==> config.mk <==
export PLATFORM = sky130hd
export DESIGN_NAME = un_striping
export DESIGN_NICKNAME = d
export VERILOG_FILES = /design/src/rtl/un_striping_pkg.sv /design/src/rtl/un_striping_lane_fifo.sv /design/src/rtl/un_striping.sv
export SDC_FILE = /design/constraint.sdc
export NUM_CORES = 1
export LEC_CHECK = 0
export BUFFER_PORTS_ARGS = -buffer_cell sky130_fd_sc_hd__buf_4
export CORE_ASPECT_RATIO = 1.5
export CORE_MARGIN = 10
export CORE_UTILIZATION = 63
export DETAILED_ROUTE_END_ITERATION = 8
export PLACE_DENSITY = 0.88
export SLEW_MARGIN = 20
export SYNTH_ARGS = -nofsm -noshare
export SYNTH_HDL_FRONTEND = slang
export SYNTH_SLANG_ARGS = --single-unit
==> constraint.sdc <==
create_clock -name clk_2f -period 5.3 [get_ports clk_2f]
set_input_delay 0.53 -clock clk_2f [delete_from_list [all_inputs] [get_ports clk_2f]]
set_output_delay 0.53 -clock clk_2f [all_outputs]
set_load 0.02 [all_outputs]
==> src/rtl/un_striping_pkg.sv <==
// Shared definitions for the striping / un_striping lane pair: widths, lane count,
// selector encoding and the FIFO push-acceptance rule.
package un_striping_pkg;

   localparam int DATA_W_DEF = 32;
   localparam int DEPTH_DEF  = 4;
   localparam int LANE_COUNT = 2;

   typedef enum logic {
      EXP0 = 1'b0,
      EXP1 = 1'b1
   } sel_t;

   // A full FIFO still takes a word when its head leaves on the same edge.
   function automatic logic lane_accept(input logic full, input logic popping);
      return !full || popping;
   endfunction

endpackage

==> src/rtl/un_striping_lane_fifo.sv <==
// Per-lane skew FIFO: registered storage, combinational head, power-of-2 depth
// with free-running wrapping pointers.
module lane_fifo
   import un_striping_pkg::*;
#(
   parameter int DATA_W = DATA_W_DEF,
   parameter int DEPTH  = DEPTH_DEF,
   parameter int AW     = $clog2(DEPTH)
) (
   input  logic              clk_2f,
   input  logic              reset,
   input  logic              push,
   input  logic              pop,
   input  logic [DATA_W-1:0] din,
   output logic [DATA_W-1:0] dout,
   output logic              empty,
   output logic              full,
   output logic [AW:0]       count
);

   logic [DATA_W-1:0] mem [DEPTH];
   logic [AW-1:0]     wr_ptr_reg;
   logic [AW-1:0]     rd_ptr_reg;
   logic [AW:0]       count_reg;
   logic              do_push;
   logic              do_pop;

   assign empty   = (count_reg == '0);
   assign full    = (count_reg == (AW+1)'(DEPTH));
   assign count   = count_reg;
   assign dout    = mem[rd_ptr_reg];
   assign do_pop  = pop && !empty;
   assign do_push = push && lane_accept(full, do_pop);

   // Storage carries no reset; only pointers and occupancy define validity.
   always_ff @(posedge clk_2f) begin
      if (do_push) begin
         mem[wr_ptr_reg] <= din;
      end
   end

   always_ff @(posedge clk_2f) begin
      if (reset) begin
         wr_ptr_reg <= '0;
         rd_ptr_reg <= '0;
         count_reg  <= '0;
      end else begin
         if (do_push) begin
            wr_ptr_reg <= wr_ptr_reg + AW'(1);
         end
         if (do_pop) begin
            rd_ptr_reg <= rd_ptr_reg + AW'(1);
         end
         case ({do_push, do_pop})
            2'b10:   count_reg <= count_reg + (AW+1)'(1);
            2'b01:   count_reg <= count_reg - (AW+1)'(1);
            default: count_reg <= count_reg;
         endcase
      end
   end

endmodule

==> src/rtl/un_striping.sv <==
// Merges lane_0 (even words) and lane_1 (odd words) back into one ordered stream,
// absorbing inter-lane skew in per-lane FIFOs and flagging dropped words.
module un_striping
   import un_striping_pkg::*;
#(
   parameter int DATA_W = DATA_W_DEF,
   parameter int DEPTH  = DEPTH_DEF
) (
   input  logic              clk_2f,
   input  logic              reset,
   input  logic [DATA_W-1:0] lane_0,
   input  logic              valid_0,
   input  logic [DATA_W-1:0] lane_1,
   input  logic              valid_1,
   output logic [DATA_W-1:0] data_out,
   output logic              valid_out,
   output logic              overflow_err
);

   localparam int AW = $clog2(DEPTH);

   logic [DATA_W-1:0]     lane_word  [LANE_COUNT];
   logic [DATA_W-1:0]     lane_head  [LANE_COUNT];
   logic [AW:0]           lane_count [LANE_COUNT];
   logic [LANE_COUNT-1:0] lane_valid;
   logic [LANE_COUNT-1:0] lane_empty;
   logic [LANE_COUNT-1:0] lane_full;
   logic [LANE_COUNT-1:0] lane_pop;
   logic [LANE_COUNT-1:0] lane_drop;

   sel_t              sel_reg, sel_next;
   logic [DATA_W-1:0] data_out_reg, data_out_next;
   logic              valid_out_reg, valid_out_next;
   logic              overflow_err_reg, overflow_err_next;

   assign lane_word[0] = lane_0;
   assign lane_word[1] = lane_1;
   assign lane_valid   = {valid_1, valid_0};

   // Only the lane the selector expects may pop; the other lane waits even if it has data.
   assign lane_pop[0] = (sel_reg == EXP0) && !lane_empty[0];
   assign lane_pop[1] = (sel_reg == EXP1) && !lane_empty[1];

   genvar gi;
   generate
      for (gi = 0; gi < LANE_COUNT; gi++) begin : g_lane
         lane_fifo #(
            .DATA_W (DATA_W),
            .DEPTH  (DEPTH),
            .AW     (AW)
         ) u_fifo (
            .clk_2f (clk_2f),
            .reset  (reset),
            .push   (lane_valid[gi]),
            .pop    (lane_pop[gi]),
            .din    (lane_word[gi]),
            .dout   (lane_head[gi]),
            .empty  (lane_empty[gi]),
            .full   (lane_full[gi]),
            .count  (lane_count[gi])
         );
         assign lane_drop[gi] = lane_valid[gi] && !lane_accept(lane_full[gi], lane_pop[gi]);
      end
   endgenerate

   // Occupancy is exported by the FIFO for observation; the merge only needs empty/full.
   logic lane_count_unused;
   assign lane_count_unused = ^{lane_count[0], lane_count[1]};

   always_comb begin
      sel_next          = sel_reg;
      data_out_next     = data_out_reg;
      valid_out_next    = 1'b0;
      overflow_err_next = overflow_err_reg | (|lane_drop);
      case (sel_reg)
         EXP0: begin
            if (lane_pop[0]) begin
               data_out_next  = lane_head[0];
               valid_out_next = 1'b1;
               sel_next       = EXP1;
            end
         end
         EXP1: begin
            if (lane_pop[1]) begin
               data_out_next  = lane_head[1];
               valid_out_next = 1'b1;
               sel_next       = EXP0;
            end
         end
         default: sel_next = EXP0;
      endcase
   end

   always_ff @(posedge clk_2f) begin
      if (reset) begin
         sel_reg          <= EXP0;
         data_out_reg     <= '0;
         valid_out_reg    <= 1'b0;
         overflow_err_reg <= 1'b0;
      end else begin
         sel_reg          <= sel_next;
         data_out_reg     <= data_out_next;
         valid_out_reg    <= valid_out_next;
         overflow_err_reg <= overflow_err_next;
      end
   end

   assign data_out     = data_out_reg;
   assign valid_out    = valid_out_reg;
   assign overflow_err = overflow_err_reg;

endmodule

==> reports/results.tsv <==
stage	metric	value	unit
clocking	cts_buffer_depth	3	
sta	relSlewSlack	32.1	%
setup_path	rr_endpoint	g_lane[0].u_fifo.count[2]	
route	drc_errors	0	
logic_synthesis	synth-seq-area-share	74.8	%
place	portBuffers	101	
setup_path	path_buf_inv	2	
sta	setup_viol	0	
sta	rsz0062_at_grt	no	
logic_synthesis	async_flop_share	0	%
setup_path	path_depth	9	
clocking	clock_sinks	309	
sta	slew_violations	0	
logic_synthesis	syn_avg_cell_area	17.8	um2
layout	largest_reg_flops	256	
power_and_ir_drop	leakagePower	4.55	nW
layout	final_cell_mix	edfxtp_1 (256), buf_4 (114), mux2i_1 (98)	
route	postRouteWirelength	25100	um
clocking	h-tree-depth	1	
logic_synthesis	syn_inst	658	
layout	syn2layout_area_growth	15.4	%
sta	fin_crit_sh	58.5	%
clocking	clk_latency	540	ps
die	dieArea	24500	um2
setup_path	r2r_cells	9	
clocking	cts_tree	done	
setup_path	crit_path_start_kind	register	
route	ant_nets	0	
place	dp_hpwl	15900	um
setup_path	end_kind	register	
power_and_ir_drop	peakVddDrop	0.381	mV
place	placed_cells	989	
sta	holdWs	188	ps
sta	period_needed	3100	ps
route	drtIter0Drc	526	
route	first_pass_iters	4	
layout	drive_gt1_share	21.4	%
setup_path	r2r_slack	2200	ps
place	dp_slack	2260	ps
global_routing	grt_pass1_wl	38100	um
die	die_w	131	um
logic_synthesis	syn_area	11700	um2
global_routing	grt_max_degree	46	
die	initial_core_util	63.6	%
logic_synthesis	yosys_warnings	0	
route	routed_via_density	6.14	
logic_synthesis	syn_nets	738	
global_routing	overflow	0	
layout	utilization	73.3	%
clocking	clkTransAtPathRegs	70	ps
die	design.core.area	18400	um2
power_and_ir_drop	power_density	472	nW/um2
sta	max_freq	322	MHz
setup_path	path_class	reg2reg	
sta	worst_slew_pin_slew	1020	ps
global_routing	antenna_found_initial	1	
setup_path	cp_top_family	flip-flops	
clocking	hold_buffers	0	
logic_synthesis	synth.distinct_cells	39	
die	boundaryPins	102	
setup_path	crit_path_frequent_cell	inv_1	
setup_path	cp-startpoint	sel_reg	
status	status	complete, no violations	
layout	mostFrequentLayoutCell	edfxtp_1	
worst_hold_path	hp-class	in2reg	
layout	nFillCells	1092	
setup_path	critPathMaxStageDelay	990	ps
setup_path	cp_slowest_cell	dfxtp_1	
setup_path	crit_path_end	g_lane[0].u_fifo.count[2]	
logic_synthesis	synth-main-ff-cell	edfxtp_1	
sta	finalHoldViolCount	0	
clocking	cts_buffers	27	
route	wl_per_cell	24.2	um
logic_synthesis	synth_edf_count	256	
layout	regArea	8750	um2
setup_path	arrival	3580	ps
setup_path	worst-endpoint-required	5770	ps
setup_path	r2r-start	sel_reg	
die	rows	61	
sta	fin_skew	17.3	ps
sta	setup_tns	0	ps
clocking	post_cts_resized	0	
clocking	post_cts_buffers	0	
place	gp_congestion	0.943	
setup_path	path_cells	nor4bb_1 > nor2_1 > inv_1 > ha_1 > inv_1 > fa_1 > xor2_1 > or3_1 > a21oi_1	
layout	final_cells	1035	
logic_synthesis	ys_top_cells_by_area	edfxtp_1 (66%), dfxtp_1 (9.1%), mux2i_1 (8.4%)	
global_routing	grt_usage	19.8	%
die	die_y	187	um
clocking	cts_root_buf	clkbuf_16	
setup_path	cp_max_fo	30	
logic_synthesis	synth_top_area_share	65.7	%
flow_run	drv_cap	0	
layout	multi_input_area	2700	um2
logic_synthesis	synth_seq_cells	309	
sta	setup_slack	2200	ps
global_routing	grt_pass1_vias	6765	
route	dr_total_vias	6358	
layout	nets	846	
logic_synthesis	yosys.area.top_type	edfxtp_1	
[worst min-delay path by stage]
stage                                        start  slack, ps  depth (start not counted)                          to
floorplan           g_lane[0].u_fifo.rd_ptr_reg[1]        450                          2                    register
global placement    g_lane[0].u_fifo.rd_ptr_reg[1]        460                          2                    register
detailed placement                    data_out[24]        460                          1                data_out[24]
CTS                                      lane_0[3]        180                          1  g_lane[0].u_fifo.mem[2][3]
global route                             lane_0[3]        180                          1  g_lane[0].u_fifo.mem[2][3]
finish                                   lane_0[3]        190                          1  g_lane[0].u_fifo.mem[2][3]
[report_power, final]
| group | total (W) | internal (W) | leakage [nW] | switching [W] |
|---|---|---|---|---|
| clock | 0.00182 | 0.00102 | 0.387 | 0.000799 |
| combinational | 0.00141 | 0.000611 | 1.37 | 0.000800 |
| sequential | 0.00313 | 0.00289 | 2.79 | 0.000241 |
| total | 0.00636 | 0.00452 | 4.55 | 0.00184 |
[cell usage after synthesis, drive strengths merged (3+ instances only)]
| master | instances |
|---|---|
| a21oi | 15 |
| a22oi | 49 |
| a32o | 27 |
| and3 | 10 |
| buf | 21 |
| clkbuf | 14 |
| dfxtp | 53 |
| edfxtp | 256 |
| ha | 10 |
| inv | 17 |
| mux2i | 98 |
| mux4 | 15 |
| nand2b | 5 |
| nand3 | 4 |
| nor2 | 19 |
| nor2b | 3 |
| nor3 | 5 |
| nor4 | 4 |
| o21ai | 7 |
| or3 | 3 |
| xor2 | 5 |
[layer usage]
metal	up-vias	share of wire [%]	track usage, %
met5	-	0	0
met1	3185	36	22.1
met2	258	53	35.0
met4	0	5.2	10.5
li1	2843	-	-
met3	72	6.0	3.68
[stage by stage]
stage	total power, W	instance area, um2
after floorplan	0.00407	11700
after global placement	0.00448	12700
after detailed placement	0.00457	12700
after CTS	0.00639	13500
after global routing	0.00661	13500
final	0.00636	13500
[cell type report]
type / count / area share (%)
Sequential cell: 309 / 64.9
Multi-Input combinational cell: 297 / 20.0
Timing Repair Buffer: 114 / 6.34
Clock buffer: 33 / 5.17
Tap cell: 252 / 2.34
Clock inverter: 12 / 0.770
Inverter: 17 / 0.473
Antenna cell: 1 / 0.0185
[cells by family (layout without fill, tap and decap cells)]
kind of cell,Yosys count,after routing,share of synthesized area (%)
adder cells (fa/ha/maj),12,12,1.41
flip-flops,309,309,74.8
other,0,1,0
AND/OR/NAND/NOR,61,61,2.98
AO/OA/AOI/OAI,104,104,6.84
XOR/XNOR,6,6,0.449
buffers and inverters,52,176,2.15
multiplexers,114,114,11.4
Note: power is estimated with default switching activity, not from simulation.
